[src/rtl/command_driver.sv]
// command_driver: queues host requests and issues them on the DDR2 controller command bus.
// Optional CMD_DRV_FILTER_EN drops NOP requests at the FIFO input and counts them on rej_cnt.
module command_driver #(
    parameter int DEPTH = 8
) (
    input  logic        clk,
    input  logic        reset,
    input  logic        req_valid,
    output logic        req_ready,
    input  logic [2:0]  req_cmd,
    input  logic [1:0]  req_sz,
    input  logic [2:0]  req_op,
    input  logic [24:0] req_addr,
    input  logic [15:0] req_data,
    input  logic        wd_valid,
    output logic        wd_ready,
    input  logic [15:0] wd_data,
    input  logic        ready,
    input  logic        fetching,
    output logic [2:0]  cmd,
    output logic [1:0]  sz,
    output logic [2:0]  op,
    output logic [15:0] din,
    output logic [24:0] addr,
`ifdef CMD_DRV_FILTER_EN
    output logic [15:0] rej_cnt,
`endif
    output logic        busy,
    output logic        underrun
);
    localparam int AW = $clog2(DEPTH);
    typedef enum logic [1:0] {IDLE, ISSUE, BLW_DATA} state_t;
    state_t      r_state, w_next;
    logic [48:0] r_mem [DEPTH];
    logic [AW:0] r_wr, r_rd;
    logic [48:0] w_head;
    logic [2:0]  w_hcmd;
    logic        w_empty, w_full, w_push, w_pop, w_fetch;
    logic [2:0]  r_cmd, r_op;
    logic [1:0]  r_sz;
    logic [15:0] r_din;
    logic [24:0] r_addr;
    logic [4:0]  r_beats;
    logic        r_underrun;

    assign w_head    = r_mem[r_rd[AW-1:0]];
    assign w_hcmd    = w_head[48:46];
    assign w_empty   = r_wr == r_rd;
    assign w_full    = (r_wr[AW-1:0] == r_rd[AW-1:0]) && (r_wr[AW] != r_rd[AW]);
    // a pop in the same cycle frees a slot, so a full FIFO can still accept
    assign req_ready = !w_full || w_pop;
`ifdef CMD_DRV_FILTER_EN
    logic        w_nop;
    logic [15:0] r_rej;
    assign w_nop   = req_cmd == 3'd0 || req_cmd == 3'd7;
    assign w_push  = req_valid && req_ready && !w_nop;
    assign rej_cnt = r_rej;
    always_ff @(posedge clk)
        if (reset)
            r_rej <= '0;
        else if (req_valid && req_ready && w_nop && r_rej != 16'hFFFF)
            r_rej <= r_rej + 16'd1;
`else
    assign w_push = req_valid && req_ready;
`endif
    assign cmd      = r_cmd;
    assign sz       = r_sz;
    assign op       = r_op;
    assign din      = r_din;
    assign addr     = r_addr;
    assign underrun = r_underrun;
    assign busy     = !w_empty || r_state != IDLE;

    always_ff @(posedge clk)
        r_state <= reset ? IDLE : w_next;

    always_comb begin
        w_next   = r_state;
        w_pop    = 1'b0;
        w_fetch  = 1'b0;
        wd_ready = 1'b0;
        if (!reset)
            case (r_state)
                IDLE:
                    if (!w_empty && ready && (w_hcmd != 3'd4 || wd_valid)) begin
                        w_pop    = 1'b1;
                        wd_ready = w_hcmd == 3'd4;
                        w_next   = ISSUE;
                    end
                ISSUE: w_next = r_cmd == 3'd4 ? BLW_DATA : IDLE;
                BLW_DATA:
                    if (fetching) begin
                        w_fetch  = 1'b1;
                        wd_ready = wd_valid;
                        w_next   = r_beats == 5'd1 ? IDLE : BLW_DATA;
                    end
                default: w_next = IDLE;
            endcase
    end

    always_ff @(posedge clk) begin
        if (reset) begin
            r_wr       <= '0;
            r_rd       <= '0;
            r_cmd      <= '0;
            r_sz       <= '0;
            r_op       <= '0;
            r_din      <= '0;
            r_addr     <= '0;
            r_beats    <= '0;
            r_underrun <= 1'b0;
        end else begin
            if (w_push)
                r_mem[r_wr[AW-1:0]] <= {req_cmd, req_sz, req_op, req_addr, req_data};
            r_wr <= r_wr + {{AW{1'b0}}, w_push};
            r_rd <= r_rd + {{AW{1'b0}}, w_pop};
            if (w_pop) begin
                r_cmd  <= w_hcmd == 3'd7 ? 3'd0 : w_hcmd;
                r_sz   <= w_head[45:44];
                r_op   <= w_head[43:41];
                r_addr <= w_head[40:16];
                r_din  <= w_hcmd == 3'd4 ? wd_data : w_head[15:0];
            end else if (r_state == ISSUE) begin
                r_cmd   <= 3'd0;
                r_beats <= {r_sz, 3'b111};
            end else if (w_fetch) begin
                // a starved beat still counts so the burst length stays fixed
                r_beats <= r_beats - 5'd1;
                if (wd_valid)
                    r_din <= wd_data;
                else
                    r_underrun <= 1'b1;
            end
        end
    end
endmodule
[config.mk]
export PLATFORM = sky130hd
export DESIGN_NAME = command_driver
export DESIGN_NICKNAME = d
export VERILOG_FILES = /design/src/rtl/command_driver.sv
export SDC_FILE = /design/constraint.sdc
export NUM_CORES = 1
export LEC_CHECK = 0
export CAP_MARGIN = 20
export CELL_PAD_IN_SITES_DETAIL_PLACEMENT = 0
export CELL_PAD_IN_SITES_GLOBAL_PLACEMENT = 1
export CORE_MARGIN = 5
export CORE_UTILIZATION = 45
export DETAILED_ROUTE_END_ITERATION = 7
export PLACE_DENSITY = 0.83
export SYNTH_ARGS = -nofsm -noshare
export SYNTH_HDL_FRONTEND = slang
export SYNTH_SLANG_ARGS = --single-unit
[constraint.sdc]
create_clock -name clk -period 11.1 [get_ports clk]
set_clock_uncertainty 0.1 [all_clocks]
set_input_delay 2.22 -clock clk [delete_from_list [all_inputs] [get_ports clk]]
set_output_delay 2.22 -clock clk [all_outputs]
set_load 0.05 [all_outputs]
[Word level (Yosys, flattened, before mapping)]
Memories as Yosys holds them, arrays and structs flattened. A register that Yosys moved wholly into a read port is not among the register bits.
Cells that the tools add are included.
W data, S select, Z words.
Word-level totals
  register bits after elaboration: 65
  latch bits: 0
  memory bits (writable): 392
  bits in read-only memories: 0
  output and inout bits: 53
  logic and storage cells: 78
  memories: 1
Memories
  r_mem: words 8, width 49, read ports 1, clocked after memory_dff 1, wr ports 1, RTL line 34  | logic [48:0] r_mem [DEPTH];
Operators by class
  add/subtract/negate cells: 3
  multiply operators: 0
  divide/modulo/power cells: 0
  $lt $le $gt $ge: 0
  equality and inequality tests: 13
  shifts and indexed selects: 0
  mux-type cells: 29
  bitwise logic cells: 3
  reduce and logical (&&, ||, !) cells: 19
Operators by type and width (number)
  $mux W16: 5
  $mux W1: 12
  $mux W3: 4
  $mux W5: 2
  $reduce_bool A2 Y1: 5
  $eq A3 B3 Y1 const B: 3
  $add A4 B1 Y4: 2
  $mux W2: 4
  $ne A2 B2 Y1 const B: 3
  $pmux W2 S3: 1
  $eq A5 B1 Y1 const B: 1
  $sub A5 B1 Y5 const B: 1
  $eq A4 B4 Y1: 1
  $logic_and A1 B1 Y1: 4
  $reduce_and A2 Y1: 2
  $reduce_and A4 Y1: 1
  $eq A3 B3 Y1: 1
  $logic_or A1 B1 Y1: 3
  $ne A3 B3 Y1 const B: 1
  $not A1 Y1: 3
  $reduce_and A3 Y1: 1
  $eq A2 B1 Y1 const B: 1
  $eq A2 B2 Y1 const B: 1
  $logic_not A1 Y1: 2
  3 further kinds: 3

[Depth between registers and ports, before layout]
  depth in word-level cells: 12
  depth in mapped cells: 10

[Least setup slack after synthesis]
No wires, ideal clock.
  kind: in2reg
  start point: in ready
  end point: mem r_mem[2][0] (enable)
  setup time: 595 ps
  data arrival time: 8243 ps
  path slack: 2162 ps
  stages on the path: 5
  path buffers: 0
  path through: nor3b_1 -> o41ai_4 -> nor2_1 -> a21oi_1 -> nor4b_1
Between the ends
  word-level cells in the longest chain between the ends: 10
RTL lines
  start, declared: RTL line 18  | input logic ready,
  $logic_and A1 B1 Y1 (2 in series): RTL line 85  | if (!w_empty && ready && (w_hcmd != 3'd4 || wd_valid)) begin
  $mux W1: RTL line 85
  $mux W1: RTL line 83  | case (r_state)
  $mux W1: RTL line 82  | if (!reset)
  $logic_or A1 B1 Y1: RTL line 51  | assign req_ready = !w_full || w_pop;
  $logic_and A1 B1 Y1: RTL line 64  | assign w_push = req_valid && req_ready;
  $mux W1: RTL line 113  | if (w_push)
  $mux W1: RTL line 102  | if (reset) begin
  $mux W1 (implied by the code): RTL line 114  | r_mem[r_wr[AW-1:0]] <= {req_cmd, req_sz, req_op, req_addr, req_data};
  end, declared: RTL line 34
No other way between the ends.

[Final worst setup path]
  start point: in ready
  end point: out wd_ready
Between the ends
  word-level cells in the longest chain between the ends: 5
RTL lines
  $logic_and A1 B1 Y1 (2 in series): RTL line 85
  $mux W1: RTL line 85
  $pmux W1 S2: RTL line 83
  $mux W1: RTL line 82
  end, declared: RTL line 16  | output logic wd_ready,
No other way between the ends.

==> results list <==
- Proportion of synthesized flip-flops having asynchronous set or reset: 0%
* Total congestion overflow: 0
- Post-DP HPWL: between 15000 and 20000 um
- The netlist uses 46 different library cells.
* Non-Filler Cell Area, Final: roughly 21000 sq um
- The die covers about 43000 sq um.
* Area leader, netlist: sky130_fd_sc_hd__edfxtp_1
* Number of placement rows: just over 70
- The longest clock path from root to sink contains 3 buffers.
* Initial cell density of the core: about 45%
- For the pin with the worst max-slew slack, the measured transition is approximately 1 ns.
- For this design the ratio of total power to cell area is about 180 nW/um^2.
- Share of the synthesized area in the top cell type: slightly below 70%
- Finish-stage setup viols: 0
* Cell Count, Final, Fillers Out: approximately 1600
* Placer congestion estimate: between 0.7 and 0.8
- Time the final worst path needs with I/O delays and setup: slightly above 7 ns
- On the final layout, the worst hold slack is approximately 0.37 ns.
* Clock Sink Count: 457
* Mapped cell area: between 15000 and 20000 sq um
* Fin. max-slew vios: 0
* Leakage component of the power: about 6.3 nW
* Highest attainable clock frequency: about 140 MHz
- Number of buffer and inverter instances along the worst setup path: 2
- Cells fill a little over half of the core in the end.
* DRC violation count after routing: 0
- Kind of end point of the critical path: output pin
- Via Count: ~8700
- Summing all placed instances gives a cell area of a little under 20000 sq um.
* Post-synthesis cell count: between 800 and 900
- Relative slew slack: between 30% and 40%
- Entering global routing, the biggest net connects 63 pins.
- Register bit total from synthesis: ~460
- STA puts the critical path data required time at 8.78 ns.
* Dominant synthesized flop cell: sky130_fd_sc_hd__edfxtp_1
* Cell types with the largest area share after synthesis: sky130_fd_sc_hd__edfxtp_1, sky130_fd_sc_hd__mux4_2, sky130_fd_sc_hd__dfxtp_1
* Global routing usage summed across all routing layers: approximately 17%
* Height of the die: roughly 210 um
* Worst path slowest cell: sky130_fd_sc_hd__clkdlybuf4s50_1
- Yosys warns: 0
- Of the cells placed in the final design, the portion with a size suffix greater than 1 is about a fifth.
- Unrepaired setup endpoints after global routing: false
* Peak per-stage delay on the critical path: just under 0.9 ns
- The min-delay analysis places its worst path in the category reg2reg.
* Sequential fraction of the synthesis area: between 70% and 80%
* Max-cap viol count: 0
- Cell-by-cell listing of the critical path: clkdlybuf4s50_1 -> nor3b_1 -> o41ai_4 -> nor4_1 -> nor2_1 -> nor4_1 -> clkdlybuf4s50_1
- Clock-pin slew was measured on the worst setup and hold paths at around 0.060 ns.
- Across the whole layout, storage elements account for approximately 13000 sq um.
* Setup tns final: 0 ns
* Antenna violations before repair: 4
- Count of nets left with antenna violations after detail routing: 0
* Hold Buf Count CTS: 0
- The total count of hold-check failures in the final report is 0.
- Wire length per cell after detailed routing: 22.67 um
* Number of gates given a new drive strength after cts: 0
- The number of global-route vias before repair is ~9000.
* Ranking of synthesized cells by instance count: sky130_fd_sc_hd__edfxtp_1, sky130_fd_sc_hd__mux4_2, sky130_fd_sc_hd__dfxtp_1, sky130_fd_sc_hd__mux2i_1, sky130_fd_sc_hd__nor2_1
* Drt first pass iters: 5
- Final-stage net count: roughly 1100
- Counting every net in the synthesized netlist gives 946.
- Area taken by multi-input logic gates: between 4000 and 5000 sq um
- TritonCTS clock tree: yes
* Arrival time worst endpoint: between 4 and 5 ns
- Broken down by cell family, the worst path's largest delay share belongs to buffers and inverters.
- Among all cell types in the netlist, the one instantiated most often is sky130_fd_sc_hd__edfxtp_1.
- H-tree depth: 2
- Area of the core: ~38000 sq um
- Run status: completed
* Initial detailed-routing violation count: approximately 630
- Critical path launch point type: input port
- Number of antenna repair diodes: 0
* Master cell of the clock root buffer: sky130_fd_sc_hd__clkbuf_16
- Maximum resistive drop on vdd: roughly 0.10 mV
- In this run the worst path has a maximum fanout of 8.
- Total length of routed wires: ~35000 um
- Number of CTS-inserted buffers: 45
- The later pin in the worst-skew pair is clocked with a latency of 0.54 ns.
- The worst setup path is of the in2out kind.
- Each instance of the synthesized netlist takes up on average roughly 20 sq um.
- Relative to the synthesized area, the layout overhead comes to 19.34%.
* I/O pins: about 120
- The number of placed instances, taps included, is 1475.
- The filler cells instantiated in the layout total around 2900.
* Count of buffers from port buffering: roughly 120
- Setup Fix Bufs, Post-CTS: 0
- Post-route clock period utilization: a little under two thirds
* Chip Width: between 200 and 250 um
- Vias per cell: approximately 5.6
* Number of flops mapped to enable cells by yosys: approximately 400
- Wire length of the first global-routing pass: around 55000 um
path summary, 6_finish.rpt:
kind	cells after the start	endpoint	start	slack (ns)
hold reg to reg	1	din[3]	din[3]	0.37
setup / recovery	7	wd_ready	ready	4.04
hold / removal	1	din[3]	din[3]	0.37
setup reg to reg	6	r_mem[5][12]	r_rd[0]	6.84
kinds of logic (layout without fill, tap and decap cells):
logic type	Yosys count	in the layout	share of synthesized area, %
and+or+nand+nor	120	120	3.439
DFF	457	457	75.01
buffers and inverters	52	224	1.285
AOI/OAI and AO/OA	70	70	3.410
muxes	153	153	15.87
adders and majority gates	6	6	0.4308
xor gates and xnor gates	11	11	0.5529
layout by cell type (no fill, tap or decap), drive strengths merged, types with 3 or more instances in the layout:
cell           instances
xnor2                  3
ha                     6
nor4                   6
mux2i                 52
bufinv                 5
nor2b                  5
mux2                   3
nor3                   6
xor2                   8
a211oi                33
edfxtp               392
nor2                  47
mux4                  98
dfxtp                 65
nand3                  5
or2                   16
clkbuf                60
a32o                  17
clkinv                15
inv                    4
nand2                 24
o31ai                  3
buf                   16
a21oi                  6
clkdlybuf4s50        122
nor4b                  4
report_power, final:
part / internal, mW / total (mW) / switching, mW
Sequential: 1.91 / 1.95 / 0.0336
Combinational: 0.148 / 0.359 / 0.211
Clock: 0.910 / 1.52 / 0.609
Total: 2.97 / 3.83 / 0.854
cell type report:
| cell class | instances | share of cell area, % |
|---|---|---|
| repair buffers | 138 | 6.534 |
| flip-flops and latches | 457 | 62.91 |
| inverters | 3 | 0.05415 |
| clock inverters | 23 | 1.155 |
| multi-input cells | 360 | 20.20 |
| clock buffers | 60 | 6.034 |
| well taps | 518 | 3.116 |
through the flow:
stage,setup slack [ns],power [mW]
after floorplan,2.162,2.211
after global placement,4.090,2.337
after detailed placement,4.025,2.345
after CTS,4.011,3.865
after global routing,3.880,3.977
final,4.037,3.826
metal layers:
layer  GRT usage [%]  up-vias  wire length, um
met5               0        -               53
met4           3.683        8              506
met3           4.296       47             2450
met2           27.57      252            17420
met1           23.11     4515            14920
li1                -     3845                -
registers in the layout, indices dropped and copies added (netlist names):
register	flops
sz	2
r_state	2
r_beats	5
addr	25
r_rd	4
din	16
cmd	3
op	3
r_wr	4
underrun	1
r_mem	392
(Power assumes the default switching activity.)
